**config.mk**
```make
export PLATFORM = sky130hd
export DESIGN_NAME = cpu_step_ctrl
export DESIGN_NICKNAME = d
export VERILOG_FILES = /design/src/rtl/cpu_step_ctrl.sv
export SDC_FILE = /design/constraint.sdc
export NUM_CORES = 1
export LEC_CHECK = 0
export CAP_MARGIN = 15
export CORE_ASPECT_RATIO = 1.2
export CORE_MARGIN = 5
export CORE_UTILIZATION = 45
export CTS_BUF_LIST = sky130_fd_sc_hd__clkbuf_8
export CTS_CLUSTER_DIAMETER = 150
export CTS_CLUSTER_SIZE = 30
export DETAILED_ROUTE_END_ITERATION = 8
export GPL_TIMING_DRIVEN = 0
export PLACE_DENSITY = 0.73
export SYNTH_ARGS = -nofsm -noshare
export SYNTH_HDL_FRONTEND = slang
export SYNTH_SLANG_ARGS = --single-unit
export TNS_END_PERCENT = 1
```
**constraint.sdc**
```tcl
create_clock -name clk -period 2.6 [get_ports clk]
set_clock_uncertainty 0.2 [all_clocks]
set_input_delay 0.52 -clock clk [delete_from_list [all_inputs] [get_ports clk]]
set_output_delay 0.52 -clock clk [all_outputs]
set_load 0.005 [all_outputs]
```
**src/rtl/cpu_step_ctrl.sv**
```systemverilog
// cpu_step_ctrl: execution sequencer for the 4-bit CPU.
// Issues a registered one-clk cpu_en pulse per instruction in free-run
// (divided rate), single-step or halt mode, and counts issued pulses.
// Optional breakpoint on the CPU fetch address: define BREAKPOINT_EN.
module cpu_step_ctrl #(
  parameter int DIV_WIDTH  = 24,
  parameter int ADDR_WIDTH = 4,
  parameter int CNT_WIDTH  = 16
) (
  input  logic                  clk,
  input  logic                  rst_n,
  input  logic                  run_req,
  input  logic                  step_req,
  input  logic                  halt_req,
  input  logic [DIV_WIDTH-1:0]  div_sel,
  input  logic [ADDR_WIDTH-1:0] pc,
  input  logic [ADDR_WIDTH-1:0] bp_addr,
  input  logic                  bp_valid,
  output logic                  cpu_en,
  output logic                  running,
  output logic                  bp_hit,
  output logic [CNT_WIDTH-1:0]  instr_cnt
);

  typedef enum logic [1:0] {S_HALT, S_RUN, S_STEP} state_t;

  state_t               state, state_nx;
  logic                 run_q, step_q, halt_q, armed;
  logic                 rise_run, rise_step, rise_halt;
  logic [DIV_WIDTH-1:0] div_cnt, div_nx;
  logic                 en_nx, tick, bp_match;

  // Request edge registers. 'armed' blocks edges on the first clock after
  // reset so a button held through reset does not count as a new press.
  always_ff @(posedge clk or negedge rst_n) begin
    if (!rst_n) begin
      run_q  <= 1'b0;
      step_q <= 1'b0;
      halt_q <= 1'b0;
      armed  <= 1'b0;
    end else begin
      run_q  <= run_req;
      step_q <= step_req;
      halt_q <= halt_req;
      armed  <= 1'b1;
    end
  end

  assign rise_run  = armed & run_req  & ~run_q;
  assign rise_step = armed & step_req & ~step_q;
  assign rise_halt = armed & halt_req & ~halt_q;

  // '>=' so that shrinking div_sel below the current count ticks right away.
  assign tick    = (div_cnt >= div_sel);
  assign running = (state == S_RUN);

  // Next state, divider and pulse request; halt > step > run.
  always_comb begin
    state_nx = state;
    div_nx   = div_cnt;
    en_nx    = 1'b0;
    unique case (state)
      S_HALT: begin
        if (!rise_halt) begin
          if (rise_step) begin
            state_nx = S_STEP;
          end else if (rise_run) begin
            state_nx = S_RUN;
            div_nx   = '0;
          end
        end
      end
      S_STEP: begin
        en_nx    = 1'b1;
        state_nx = S_HALT;
      end
      S_RUN: begin
        if (rise_halt || rise_step) begin
          state_nx = S_HALT;
        end else if (tick) begin
          div_nx = '0;
          if (bp_match) state_nx = S_HALT;
          else          en_nx    = 1'b1;
        end else begin
          div_nx = div_cnt + 1'b1;
        end
      end
      default: state_nx = S_HALT;
    endcase
  end

  // State, divider, registered pulse and pulse counter.
  always_ff @(posedge clk or negedge rst_n) begin
    if (!rst_n) begin
      state     <= S_HALT;
      div_cnt   <= '0;
      cpu_en    <= 1'b0;
      instr_cnt <= '0;
    end else begin
      state   <= state_nx;
      div_cnt <= div_nx;
      cpu_en  <= en_nx;
      if (cpu_en) instr_cnt <= instr_cnt + 1'b1;
    end
  end

`ifdef BREAKPOINT_EN
  logic first_tick, run_entry, step_entry, bp_set;

  assign run_entry  = (state == S_HALT) & ~rise_halt & ~rise_step & rise_run;
  assign step_entry = (state == S_HALT) & ~rise_halt & rise_step;
  assign bp_set     = (state == S_RUN) & ~rise_halt & ~rise_step & tick & bp_match;
  // The first tick after entering RUN is never compared, so resuming from a
  // breakpoint executes the instruction it stopped on.
  assign bp_match   = bp_valid & (pc == bp_addr) & ~first_tick;

  // First-tick mask and sticky breakpoint flag (halt request leaves it alone).
  always_ff @(posedge clk or negedge rst_n) begin
    if (!rst_n) begin
      first_tick <= 1'b0;
      bp_hit     <= 1'b0;
    end else begin
      if (run_entry)                    first_tick <= 1'b1;
      else if ((state == S_RUN) && tick) first_tick <= 1'b0;
      if (bp_set)                        bp_hit <= 1'b1;
      else if (run_entry || step_entry)  bp_hit <= 1'b0;
    end
  end
`else
  logic unused_bp;
  assign bp_match  = 1'b0;
  assign bp_hit    = 1'b0;
  assign unused_bp = &{1'b0, pc, bp_addr, bp_valid};
`endif

endmodule

```
==> flow_summary.toml, run 1 <==
[run_status]
status = "finished with violations"
violations = "setup timing"

[synthesis]
ys_seq_area_share_pct = 38.7
synth_edf_count = 0
yosys_warnings = 0
syn_inst = 323
ys_types = 55
ys_seq_elements = 47
synthFlopType = "dfrtp_1"
synthesis.nets = 390
syn_area_sq_um = 3040
postSynthAreaPerCell_sq_um = 9.40
async_flop_share_pct = 100

[global_routing]
antenna_found_initial = 0
grtUsageTotal_pct = 18.7
grt_max_degree = 34
grt_pass1_wl_um = 13100
first_global_vias = 2799
grt.overflow.total = 0

[cts]
cts_root_buf = "clkbuf_8"
ctsHtreeMaxLevel = 2
clk_path_buf_depth = 2
clk_latency_ns = 0.30
clk_pin_slew_ns = 0.08
cts_made_buffers = 5
numClockSinks = 47
cts_tree = "done"

[power]
peakVddDrop_mv = 0.297
pwr-share-clk_pct = 25.3
switching_share_pct = 31.3
power.density_nw_per_um2 = 477
switchingPower_uw = 645
pwr-share-seq_pct = 41.1
p_leak_nw = 1.93
combPwrFrac_pct = 33.7
p_int_mw = 1.42
total_power_mw = 2.06

[timing]
setup_viol = 14
worstMarginPinSlew_ns = 0.532
rsz0062_at_grt = "true"
final-hold-violation-count = 0
period_needed_ns = 2.69
slew_viol_final = 0
setup_slack_ns = -0.0863
timing.hold.ws_ns = 0.278
min_period_over_period_pct = 103
fmax_mhz = 372
max_slew_margin_pct = 64.5

[routing]
vias_per_cell = 5.62
drt-total-wl_um = 7830
drtIter0Drc = 213
dr.pass1.iters = 4
wl_per_cell_um = 16.0
vias = 2743
drtAntennaViolNets = 0
drc = 0

[die]
die_h_um = 100
die_w_um = 85.0
rows = 32
boundaryPins = 57
core_area_sq_um = 6490
start_util_pct = 46.8
dieArea_sq_um = 8490

[placement]
port_buffers = 46
dpl-instance-area_sq_um = 3620
hpwl_um = 5070
placed_cells = 455
place_ws_ns = -0.831
place_congestion = 0.809

[worst_hold_path]
hold_path.class = "reg -> reg"
hold_depth = 1

[finish]
syn_to_final_growth_pct = 42.4
final_common_cell = "dfrtp_1"
drive_gt1_share_pct = 25.3
insertedDiodeCount = 0
instances_no_fill = 488
fin_nets = 470
final_cell_mix = "41 x dfrtp_1, 32 x nand2_1, 27 x clkdlybuf4s50_1"
final_area_sq_um = 4320

[setup_path]
path_class = "in -> reg"
worst-path-max-fanout = 3
arrival_ns = 2.66
reg2reg_depth = 10
critPathRequiredTime_ns = 2.58
end_kind = "flop"
startpoint_type = "primary input"

[flow_run]
max_cap_viol_count = 0
==> registers in the layout (all words and copies together) (netlist names) <==
| name | cells |
|---|---|
| step_q | 1 |
| run_q | 1 |
| div_cnt | 24 |
| cpu_en | 1 |
| halt_q | 1 |
| instr_cnt | 16 |
| state | 2 |
| armed | 1 |
==> power groups by stage <==
stage | clock network [mW] | logic [mW] | registers (mW)
floorplan | 0 | 0.295 | 0.848
global placement | 0 | 0.485 | 0.859
detailed placement | 0 | 0.504 | 0.859
CTS | 0.529 | 0.650 | 0.847
global route | 0.554 | 0.758 | 0.856
finish | 0.521 | 0.695 | 0.847
==> routing by layer <==
metal	vias to the layer above	share of wire (%)	track usage (%)
met4	0	1.8	6.21
li1	1320	-	-
met3	12	5.4	2.96
met2	89	51	33.0
met5	-	0	0
met1	1322	41	23.3
==> layout make-up <==
class	count	area [sq um]
Fill cell	513	2160
Timing Repair Buffer	72	709
Sequential cell	47	1180
Multi-Input combinational cell	238	2040
Inverter	32	120
Buffer	7	58.8
Clock inverter	2	33.8
Clock buffer	5	68.8
Tap cell	85	106
==> worst paths after layout <==
check                                     startpoint                   endpoint  slack (ns)
hold reg to reg            instr_cnt[15]$_DFFE_PN0P_  instr_cnt[15]$_DFFE_PN0P_        0.28
min in group asynchronous                      rst_n    div_cnt[22]$_DFFE_PN0P_        0.48
setup / recovery                         div_sel[21]    div_cnt[18]$_DFFE_PN0P_       -0.09
max in group asynchronous                      rst_n    div_cnt[17]$_DFFE_PN0P_        1.21
hold / removal             instr_cnt[15]$_DFFE_PN0P_  instr_cnt[15]$_DFFE_PN0P_        0.28
setup reg to reg             div_cnt[21]$_DFFE_PN0P_    div_cnt[18]$_DFFE_PN0P_       -0.08
==> through the flow <==
step           util [%]  TNS (ns)
2_1_floorplan         -         0
3_3_place_gp       55.5    -43.45
3_5_place_dp       55.8    -17.90
4_1_cts            64.4    -0.188
5_1_grt            66.6     -2.98
6_report           66.6    -0.607
==> kinds of logic (layout without fill, tap and decap cells) <==
group | after synthesis | after routing | synth area share (%)
compound gates | 76 | 77 | 18.1
flops | 47 | 47 | 38.7
xor+xnor | 15 | 15 | 4.33
other cells | 2 | 2 | 0.247
mux | 2 | 2 | 0.701
buf+inv | 39 | 118 | 5.89
simple gates | 113 | 113 | 20.0
fa+ha+maj | 29 | 29 | 12.0
==> synth_stat cells (all sizes together), types with 6 or more instances <==
cell type  number  area, sq um
o31ai           6         50.1
dfrtp          47         1180
o21ai          23          115
nor2           12         47.6
nand2          34          130
and3           12         75.1
xnor2          10         87.6
a22o            8         70.1
buf             6         50.0
inv            32          120
nand4          12         75.1
nand3          15         75.1
a21oi          14         70.1
nor2b           7         43.8
ha             29          363
==> repair_timing <==
item / CTS / global route
buffers inserted: 18 / 5
pin swaps: 34 / 17
hold buffers: 1 / 0
cloned: 3 / 0
endpoints found under the hold margin: 14 / 0
gates resized for setup: 78 / 27
endpoints found under the setup margin: 24 / 24
==> critical path, cell delays in order <==
cell,delay (ns)
dlygate4sd2_1,0.21
inv_2,0.04
ha_4,0.26
nand4_1,0.23
nor4_4,0.31
nand4_1,0.13
buf_4,0.17
o2111a_2,0.30
buf_12,0.14
buf_12,0.12
nand3_1,0.12
o311ai_4,0.10
No activity file was read; power rests on OpenSTA's default activity.
==> run 2: changes to the inputs <==
PLACE_DENSITY = 0.71   (was 0.73)
SETUP_SLACK_MARGIN = 0.5   (was not set)
clock period = 3.1 ns   (was 2.6 ns; I/O delays follow)
==> flow_summary.toml, run 2 (synthesis gave the netlist of run 1 again) <==
[routing]
drtIter0Drc = 156
dr.pass1.iters = 4
drt-total-wl_um = 7550
vias = 2732
wl_per_cell_um = 15.5
drtAntennaViolNets = 0
vias_per_cell = 5.62
drc = 0

[placement]
placed_cells = 455
dpl-instance-area_sq_um = 3690
place_congestion = 0.765
place_ws_ns = -0.405
hpwl_um = 5240
port_buffers = 46

[finish]
final_area_sq_um = 4120
final_common_cell = "dfrtp_1"
syn_to_final_growth_pct = 35.7
drive_gt1_share_pct = 25.2
final_util_pct = 63.5
top_regs = "div_cnt: 24 flops, instr_cnt: 16 flops, state: 2 flops"
instances_no_fill = 486
largest_register_ffs = 24
regMostFlops = "div_cnt"
multi_input_area_sq_um = 1900
regArea_sq_um = 1180
final_cell_mix = "40 x dfrtp_1, 31 x nand2_1, 27 x clkdlybuf4s50_1"
fillCellCount = 574
insertedDiodeCount = 0
fin_nets = 467

[global_routing]
grt.overflow.total = 0
busiest_layer = "met2"
grt_use_met1_pct = 22.3
grt_pass1_wl_um = 12700
first_global_vias = 2641
grtUsageMet2_pct = 32.5
antenna_found_initial = 0
grt_use_met3_pct = 2.96
grt_max_degree = 26
grtUsageTotal_pct = 18.3

[setup_path]
crit_slowest_cell = "dfrtp_2"
cp_cell_sequence = "ha_4 -> nand4_1 -> nor4_4 -> nand4_1 -> o2111a_2 -> buf_6 -> buf_6 -> a31oi_1 -> o31ai_1"
path_class = "reg -> reg"
reg2reg_depth = 9
crit_family = "simple AND/OR/NAND/NOR gates"
reg2reg_slack_ns = 0.38
path_buf_inv = 2
startpoint_type = "flop"
arrival_ns = 2.71
worstSetupStartpoint = "div_cnt[22]$_DFFE_PN0P_"
crit_cells = 9
worst-path-max-fanout = 5
worstReg2RegStart = "div_cnt[22]$_DFFE_PN0P_"
end_kind = "flop"
critPathRequiredTime_ns = 3.09
critPathMaxStageDelay_ns = 0.46

[timing]
setup_viol = 0
timing.hold.ws_ns = 0.130
rsz0062_at_grt = "true"
slew_viol_final = 0
min_period_over_period_pct = 87.9
max_slew_margin_pct = 57.8
fmax_mhz = 367
final-hold-violation-count = 0
setup_slack_ns = 0.376
worstMarginPinSlew_ns = 0.633
period_needed_ns = 2.72
tns_ns = 0

[cts]
cts_made_buffers = 5
cts-hold-fix-buffers = 0
cts_tree = "done"
clk_pin_slew_ns = 0.09
cts_root_buf = "clkbuf_8"
numClockSinks = 47
ctsHtreeMaxLevel = 2
clk_path_buf_depth = 2
clk_latency_ns = 0.30

[die]
start_util_pct = 46.8
core_area_sq_um = 6490
rows = 32
dieArea_sq_um = 8490
die_h_um = 100
boundaryPins = 57
die_w_um = 85.0

[power]
combPwrFrac_pct = 34.2
switchingPower_uw = 535
power.density_nw_per_um2 = 397
peakVddDrop_mv = 0.204
p_int_mw = 1.10
switching_share_pct = 32.7
pwr-share-clk_pct = 22.2
pwr-share-seq_pct = 43.6
p_leak_nw = 1.88
total_power_mw = 1.63

[flow_run]
max_cap_viol_count = 0

[worst_hold_path]
hold_path.class = "in -> async"

[run_status]
status = "completed"
[run 2: cell types whose count changed in the layout (fill, tap and decap cells not counted), moves of 3 or more]
cell,before,now
o21ai_0,11,14
buf_2,2,6
buf_4,18,15
clkbuf_2,1,4
clkdlybuf4s15_1,5,0
a21oi_1,10,13
dlygate4sd2_1,13,10
[run 2: final timing paths]
check / endpoint
max: div_cnt[22]$_DFFE_PN0P_
min: div_cnt[21]$_DFFE_PN0P_
max reg2reg: div_cnt[22]$_DFFE_PN0P_
min reg2reg: instr_cnt[15]$_DFFE_PN0P_
max in group asynchronous: div_cnt[23]$_DFFE_PN0P_
min in group clk: instr_cnt[15]$_DFFE_PN0P_
[run 2: worst reg2reg max path: cells and delay by family (launching register included)]
kind	cells	cell delay, ns
buffers and inverters	2	0.26
DFF	1	0.46
adders and majority gates	1	0.28
AOI/OAI and AO/OA	3	0.61
and+or+nand+nor	3	0.82
[run 2: layout make-up]
class | count | share of cell area (%)
flip-flops and latches | 47 | 28.8
plain buffers | 7 | 1.58
inverters | 32 | 2.98
repair buffers | 69 | 15.8
clock inverters | 3 | 0.395
multi-input cells | 238 | 46.2
clock buffers | 5 | 1.67
well taps | 85 | 2.58
[run 2: timing repair]
action                                 4_1_cts  5_1_grt
gates cloned                                 3        0
setup endpoints to repair                   25       26
gates resized for setup                     79       11
pin swaps                                   35        8
setup buffers                               16        4
endpoints found under the hold margin        0        0
[run 2: routing by layer]
metal,vias up,share of wire [%]
met1,1317,42
met5,-,0
met4,0,1.8
met2,83,51
li1,1319,-
met3,13,5.1
[run 2: power groups by stage]
| stage | logic, mW | registers [mW] | clock network (mW) |
|---|---|---|---|
| final | 0.559 | 0.712 | 0.363 |
| after global routing | 0.606 | 0.720 | 0.396 |
| after floorplan | 0.258 | 0.712 | 0 |
| after global placement | 0.421 | 0.719 | 0 |
| after CTS | 0.532 | 0.711 | 0.374 |
| after detailed placement | 0.438 | 0.723 | 0 |
==> run 3: changes to the inputs <==
==> constraint.sdc (replaced) <==
create_clock -name clk -period 3.1 [get_ports clk]
set_clock_uncertainty 0.2 [all_clocks]
set_input_delay 0.31 -clock clk [delete_from_list [all_inputs] [get_ports clk]]
set_output_delay 0.31 -clock clk [all_outputs]
set_load 0.005 [all_outputs]
==> flow_summary.toml, run 3 (synthesis gave the netlist of run 1 again) <==
[routing]
drtAntennaViolNets = 0
vias_per_cell = 5.51
drt-total-wl_um = 7300
wl_per_cell_um = 15.2
vias = 2643
drc = 0
drtIter0Drc = 118
dr.pass1.iters = 4

[global_routing]
grt_use_met3_pct = 3.20
grtUsageMet2_pct = 32.5
grt_pass1_wl_um = 12500
busiest_layer = "met2"
grt_use_met1_pct = 21.7
antenna_found_initial = 0
grtUsageTotal_pct = 18.1
grt.overflow.total = 0
grt_max_degree = 35
first_global_vias = 2661

[finish]
top_regs = "div_cnt: 24 flops, instr_cnt: 16 flops, state: 2 flops"
syn_to_final_growth_pct = 32.9
fin_nets = 461
final_common_cell = "dfrtp_1"
drive_gt1_share_pct = 16.2
insertedDiodeCount = 0
largest_register_ffs = 24
final_cell_mix = "42 x dfrtp_1, 41 x clkdlybuf4s50_1, 33 x nand2_1"
regMostFlops = "div_cnt"

[die]
dieArea_sq_um = 8490
die_w_um = 85.0
boundaryPins = 57
start_util_pct = 46.8
core_area_sq_um = 6490
die_h_um = 100
rows = 32

[power]
power.density_nw_per_um2 = 408
p_int_mw = 1.13
switching_share_pct = 31.3
pwr-share-clk_pct = 25.2
combPwrFrac_pct = 31.7
peakVddDrop_mv = 0.196
total_power_mw = 1.64
p_leak_nw = 1.85
switchingPower_uw = 515
pwr-share-seq_pct = 43.1

[worst_hold_path]
hold_path.class = "in -> async"

[placement]
hpwl_um = 5180
place_congestion = 0.816
port_buffers = 46

[timing]
tns_ns = 0
final-hold-violation-count = 0
fmax_mhz = 383
slew_viol_final = 0
period_needed_ns = 2.61
min_period_over_period_pct = 84.3
setup_viol = 0
rsz0062_at_grt = "true"

[setup_path]
reg2reg_slack_ns = 0.51
reg2reg_depth = 10
critPathRequiredTime_ns = 3.10
arrival_ns = 2.61
rr_endpoint = "div_cnt[3]$_DFFE_PN0P_"
end_kind = "flop"
worst-path-max-fanout = 6
worstSetupStartpoint = "div_sel[23]"
worstReg2RegStart = "div_cnt[0]$_DFFE_PN0P_"
path_class = "in -> reg"
startpoint_type = "primary input"
endpoint = "div_cnt[4]$_DFFE_PN0P_"

[cts]
numClockSinks = 47
cts_tree = "done"
cts_root_buf = "clkbuf_8"
clk_pin_slew_ns = 0.09
clk_latency_ns = 0.30
cts_made_buffers = 5
ctsHtreeMaxLevel = 2
clk_path_buf_depth = 2

[run_status]
status = "completed"

[flow_run]
max_cap_viol_count = 0
==> run 3: worst min path at each step <==
| stage | slack [ns] | depth (start not counted) | start | to |
|---|---|---|---|---|
| detailed placement | 0.04 | 1 | rst_n | instr_cnt[11]$_DFFE_PN0P_ |
| floorplan | -0.19 | 0 | rst_n | armed$_DFF_PN0_ |
| CTS | 0.25 | 2 | rst_n | div_cnt[22]$_DFFE_PN0P_ |
| global route | 0.27 | 2 | rst_n | instr_cnt[11]$_DFFE_PN0P_ |
| global placement | 0.26 | 1 | instr_cnt[15]$_DFFE_PN0P_ | instr_cnt[15]$_DFFE_PN0P_ |
| finish | 0.25 | 2 | rst_n | instr_cnt[11]$_DFFE_PN0P_ |
==> run 3: routing by layer <==
metal | share of wire [%] | vias to the layer above
li1 | - | 1301
met1 | 41 | 1267
met2 | 52 | 64
met3 | 5.2 | 11
met4 | 2.0 | 0
met5 | 0 | -
==> run 3: cell type report <==
cell class | count | area (sq um)
Timing Repair Buffer | 63 | 637
Buffer | 7 | 58.8
Fill cell | 551 | 2450
Inverter | 32 | 120
Clock inverter | 1 | 7.51
Tap cell | 85 | 106
Sequential cell | 47 | 1180
Multi-Input combinational cell | 238 | 1820
Clock buffer | 7 | 96.3
==> run 3: through the flow <==
step | cells | utilization (%) | setup slack (ns) | cell area (sq um) | hold slack, ns
final | 480 | 62.2 | 0.488 | 4030 | 0.245
after global routing | 480 | 62.2 | 0.349 | 4030 | 0.267
after CTS | 475 | 60.9 | 0.457 | 3950 | 0.255
after detailed placement | 455 | 55.8 | -0.0821 | 3620 | 0.0417
after global placement | 454 | 55.5 | -0.0618 | 3600 | 0.260
after floorplan | 323 | - | 0.617 | 3040 | -0.186
==> run 3: repair_timing <==
item	CTS	global route
hold endpoints to repair	13	0
gates resized for setup	26	14
cloned	2	1
hold buffers	1	0
endpoints found under the setup margin	24	24
pin swaps	15	13
buffers inserted	9	4
==> run 3: critical path, cell delays in order <==
cell             delay, ns
clkdlybuf4s50_1       0.46
inv_1                 0.06
ha_4                  0.27
nand4_1               0.21
nor4_4                0.23
nand4_1               0.23
o2111ai_4             0.37
buf_6                 0.17
nor2_4                0.05
a22o_1                0.24
==> run 3: power groups by stage <==
stage               Sequential [mW]  Clock [mW]  Combinational, mW
detailed placement            0.721           0              0.424
finish                        0.709       0.414              0.522
global route                  0.718       0.457              0.575
floorplan                     0.711           0              0.248
CTS                           0.709       0.427              0.498
global placement              0.721           0              0.407
==> edit 1, RTL diff (flow settings as in run 1) <==
`DIV_WIDTH`: 24 -> 12.
--- a/src/rtl/cpu_step_ctrl.sv
+++ b/src/rtl/cpu_step_ctrl.sv
@@ -3,7 +3,7 @@
 // (divided rate), single-step or halt mode, and counts issued pulses.
 // Optional breakpoint on the CPU fetch address: define BREAKPOINT_EN.
 module cpu_step_ctrl #(
-  parameter int DIV_WIDTH  = 24,
+  parameter int DIV_WIDTH  = 12,
   parameter int ADDR_WIDTH = 4,
   parameter int CNT_WIDTH  = 16
 ) (
Ports: changed (resized div_sel); port bits go from 57 to 45. The function was not compared with the original's and may differ.
==> edit 1 against run 1 <==
Worst hold slack got worse by 0.18 ns; die area decreased by 32%; routed wire length decreased by 47%; critical endpoint is now div_cnt[3]; non-clock buffer count decreased by 35; sequential cell count decreased by 12; setup slack improved by 0.10 ns; maximum frequency increased by 3.9%; critical path depth decreased by 2; design area decreased by 40%; synthesized area decreased by 35%; total power decreased by 26%.
==> edit 1: results <==
set metrics [dict create \
    status "complete, no violations" \
    drive_gt1_share_pct 13.3 \
    crit_slowest_cell "clkdlybuf4s50_1" \
    synth-xor-area-share_pct 6.68 \
    cpPeakStageDelay_ns 0.45 \
    multi_input_gates 146 \
    cpLargestDelayFamily "compound AO/OA/AOI/OAI gates" \
    syn_inst 201 \
    multi_input_area_share_pct 41.7 \
    maxSlewHeadroom_pct 49.1 \
    grt_use_total_pct 13.9 \
    top_regs "instr_cnt (16), div_cnt (12), state (2)" \
    nNonClkInverters 17 \
    vdd_drop_max_mv 0.260 \
    synth_common_cells "dfrtp_1 (35), nand2_1 (22), ha_1 (17), inv_1 (17), nor2_1 (12)" \
    clkCellAreaFrac_pct 3.36 \
    fill_cells 364 \
    nNetsFinal 292 \
    synthAdderAreaFrac_pct 10.8 \
    grt_max_degree 36 \
    routed_wirelength_um 4150 \
    leakage_nw 1.22 \
    p_seq_mw 0.674 \
    dpl_cell_area_um2 2370 \
    synth-compound-area-share_pct 12.8 \
    buffer_area_share_pct 16.2 \
    power_mw 1.53 \
    seq_share_pct 33.6 \
    ys_top_cells_by_area "dfrtp_1 (45%), ha_1 (11%), nand2_1 (4.2%)" \
    grt_pass1_vias 1408 \
    rows 26 \
    comb_power_share_pct 30.2 \
    nClkBuffers 6 \
    seq_area_frac_synth_pct 44.5 \
    first_iter_violations 35 \
    synth_nets 244 \
    ys_ff_latch 35 \
    hpwl_um 2840 \
    synth_mux_area_share_pct 1.65 \
    place_congestion 0.770 \
    pre_cts_slack_ns -0.311 \
    grt_pass1_wl_um 6230 \
    vias_per_cell 5.30 \
    hold_path_class "primary input to asynchronous set/reset pin" \
    synth_cell_types 36 \
    critPathArrivalTime_ns 2.61 \
    cp_max_fo 5 \
    buffers 44 \
    stdcell_count 305 \
]
edit 1: metal layers:
layer  part of all wire [%]  global-route usage, %  vias up
li1                       -                      -      789
met1                     42                   14.4      773
met2                     50                   25.2       44
met3                    5.8                   4.48       10
met4                    1.8                   7.09        0
met5                      0                      0        -
edit 1: worst paths after layout:
path | startpoint | to | slack, ns | depth (start not counted)
min in group clk | instr_cnt[15] | instr_cnt[15] | 0.27 | 1
worst min-delay path | rst_n | instr_cnt[2] | 0.10 | 1
worst max register to register | div_cnt[9] | div_cnt[5] | 0.28 | 7
worst max-delay path | div_sel[7] | div_cnt[3] | 0.01 | 10
max in group asynchronous | rst_n | div_cnt[2] | 1.61 | 1
worst min register to register | instr_cnt[15] | instr_cnt[15] | 0.27 | 1
edit 1: timing repair:
item,CTS,global route
endpoints found under the setup margin,7,9
gates resized for setup,1,17
cloned,0,1
setup buffers,2,5
pin swaps,2,10
==> edit 2, RTL diff (flow settings as in run 1) <==
Made on the original files. Register the output `instr_cnt` once more, without a reset; this adds one clock of latency there. The other outputs are not delayed to match.
--- a/src/rtl/cpu_step_ctrl.sv
+++ b/src/rtl/cpu_step_ctrl.sv
@@ -23,6 +23,8 @@
 );
 
   typedef enum logic [1:0] {S_HALT, S_RUN, S_STEP} state_t;
+
+  logic [CNT_WIDTH-1:0] instr_cnt_s0;
 
   state_t               state, state_nx;
   logic                 run_q, step_q, halt_q, armed;
@@ -95,12 +97,12 @@
       state     <= S_HALT;
       div_cnt   <= '0;
       cpu_en    <= 1'b0;
-      instr_cnt <= '0;
+      instr_cnt_s0 <= '0;
     end else begin
       state   <= state_nx;
       div_cnt <= div_nx;
       cpu_en  <= en_nx;
-      if (cpu_en) instr_cnt <= instr_cnt + 1'b1;
+      if (cpu_en) instr_cnt_s0 <= instr_cnt_s0 + 1'b1;
     end
   end
 
@@ -133,5 +135,9 @@
   assign unused_bp = &{1'b0, pc, bp_addr, bp_valid};
 `endif
 
+  always_ff @(posedge clk) begin
+    instr_cnt <= instr_cnt_s0;
+  end
+
 endmodule
 
Check against the original RTL: not equivalent (Yosys sat finds a counterexample within 10 cycles, from zero or initial values and one cycle with rst_n low).
==> edit 2 against run 1 <==
The run still ends with negative setup slack left; sequential cell count up 16; synthesized area rose by 12%; utilization decreased by 3.1 points; total power increased by 30%; setup slack got worse by 0.020 ns; routed wire length increased by 5.7%; count of clock-buffer cells in the layout up 4; combinational power up 18%; maximum frequency is 0.74% lower; clock power up 44%; sequential power increased by 31%; die area increased by 11%; design area up 7.6%.
==> edit 2: results <==
set metrics [dict create \
    status "finished with violations" \
    violations "negative setup slack" \
    syn_inst 344 \
    synth_nets 411 \
    first_iter_violations 176 \
    cpPeakStageDelay_ns 0.45 \
    vdd_drop_max_mv 0.388 \
    finalSetupViolations 18 \
    ys_top_cells_by_area "dfrtp_1 (34%), ha_1 (11%), dfxtp_1 (9.4%)" \
    vias_per_cell 5.57 \
    drive_gt1_share_pct 20.3 \
    final.setup.tns_ns -0.798 \
    fill_cells 582 \
    h-tree-depth 3 \
    powerDensity_nw_per_um2 578 \
    cts_buffers 9 \
    comb_power_mw 0.823 \
    maxSlewHeadroom_pct 59.9 \
    cpLargestDelayFamily "buffers and inverters" \
    dpl_cell_area_um2 4000 \
    layout_setup_ws_ns -0.106 \
    pre_cts_slack_ns -0.847 \
    top_regs "div_cnt (24), instr_cnt (16), instr_cnt_s0 (16)" \
    grt_pass1_wl_um 13500 \
    hpwl_um 5470 \
    cp_max_fo 6 \
    use_met1_pct 22.4 \
    crit_slowest_cell "clkdlybuf4s50_1" \
    p_clk_mw 0.752 \
    synth_common_cells "dfrtp_1 (47), nand2_1 (37), inv_1 (36)" \
]
==> edit 2: repair_timing <==
item                                   in CTS  in global routing
endpoints found under the hold margin      23                  0
hold buffers                                1                  0
gates resized for setup                    46                 18
gates cloned                                3                  0
buffers inserted                            9                  1
setup endpoints to repair                  24                 24
pin swaps                                  20                  8
==> edit 2: layout make-up <==
| class | count | area (um2) | area share, % |
|---|---|---|---|
| Multi-Input combinational cell | 232 | 2000 | 43.0 |
| Sequential cell | 63 | 1500 | 32.2 |
| Timing Repair Buffer | 61 | 647 | 13.9 |
| Inverter | 36 | 135 | 2.90 |
| Clock buffer | 9 | 124 | 2.66 |
| Tap cell | 90 | 113 | 2.42 |
| Buffer | 11 | 88.8 | 1.91 |
| Clock inverter | 7 | 47.5 | 1.02 |
==> edit 2: kinds of logic after synthesis <==
| kind of cell | Yosys count | synth area share, % |
|---|---|---|
| simple gates | 107 | 17.1 |
| compound gates | 78 | 18.1 |
| flops | 63 | 43.9 |
| buf+inv | 49 | 5.87 |
| fa+ha+maj | 29 | 10.6 |
| xor+xnor | 15 | 3.85 |
| other cells | 2 | 0.220 |
| mux | 1 | 0.330 |
==> edit 2: path summary, 6_finish.rpt <==
path	from	end	slack, ns	cells past startpoint
hold / removal	instr_cnt_s0[15]	instr_cnt[15]	0.19	0
setup / recovery	div_sel[19]	div_cnt[20]	-0.11	11
hold reg to reg	instr_cnt_s0[15]	instr_cnt[15]	0.19	0
max in group asynchronous	rst_n	div_cnt[5]	1.16	3
setup reg to reg	div_cnt[0]	div_cnt[4]	-0.03	10
min in group asynchronous	rst_n	instr_cnt_s0[15]	0.50	2
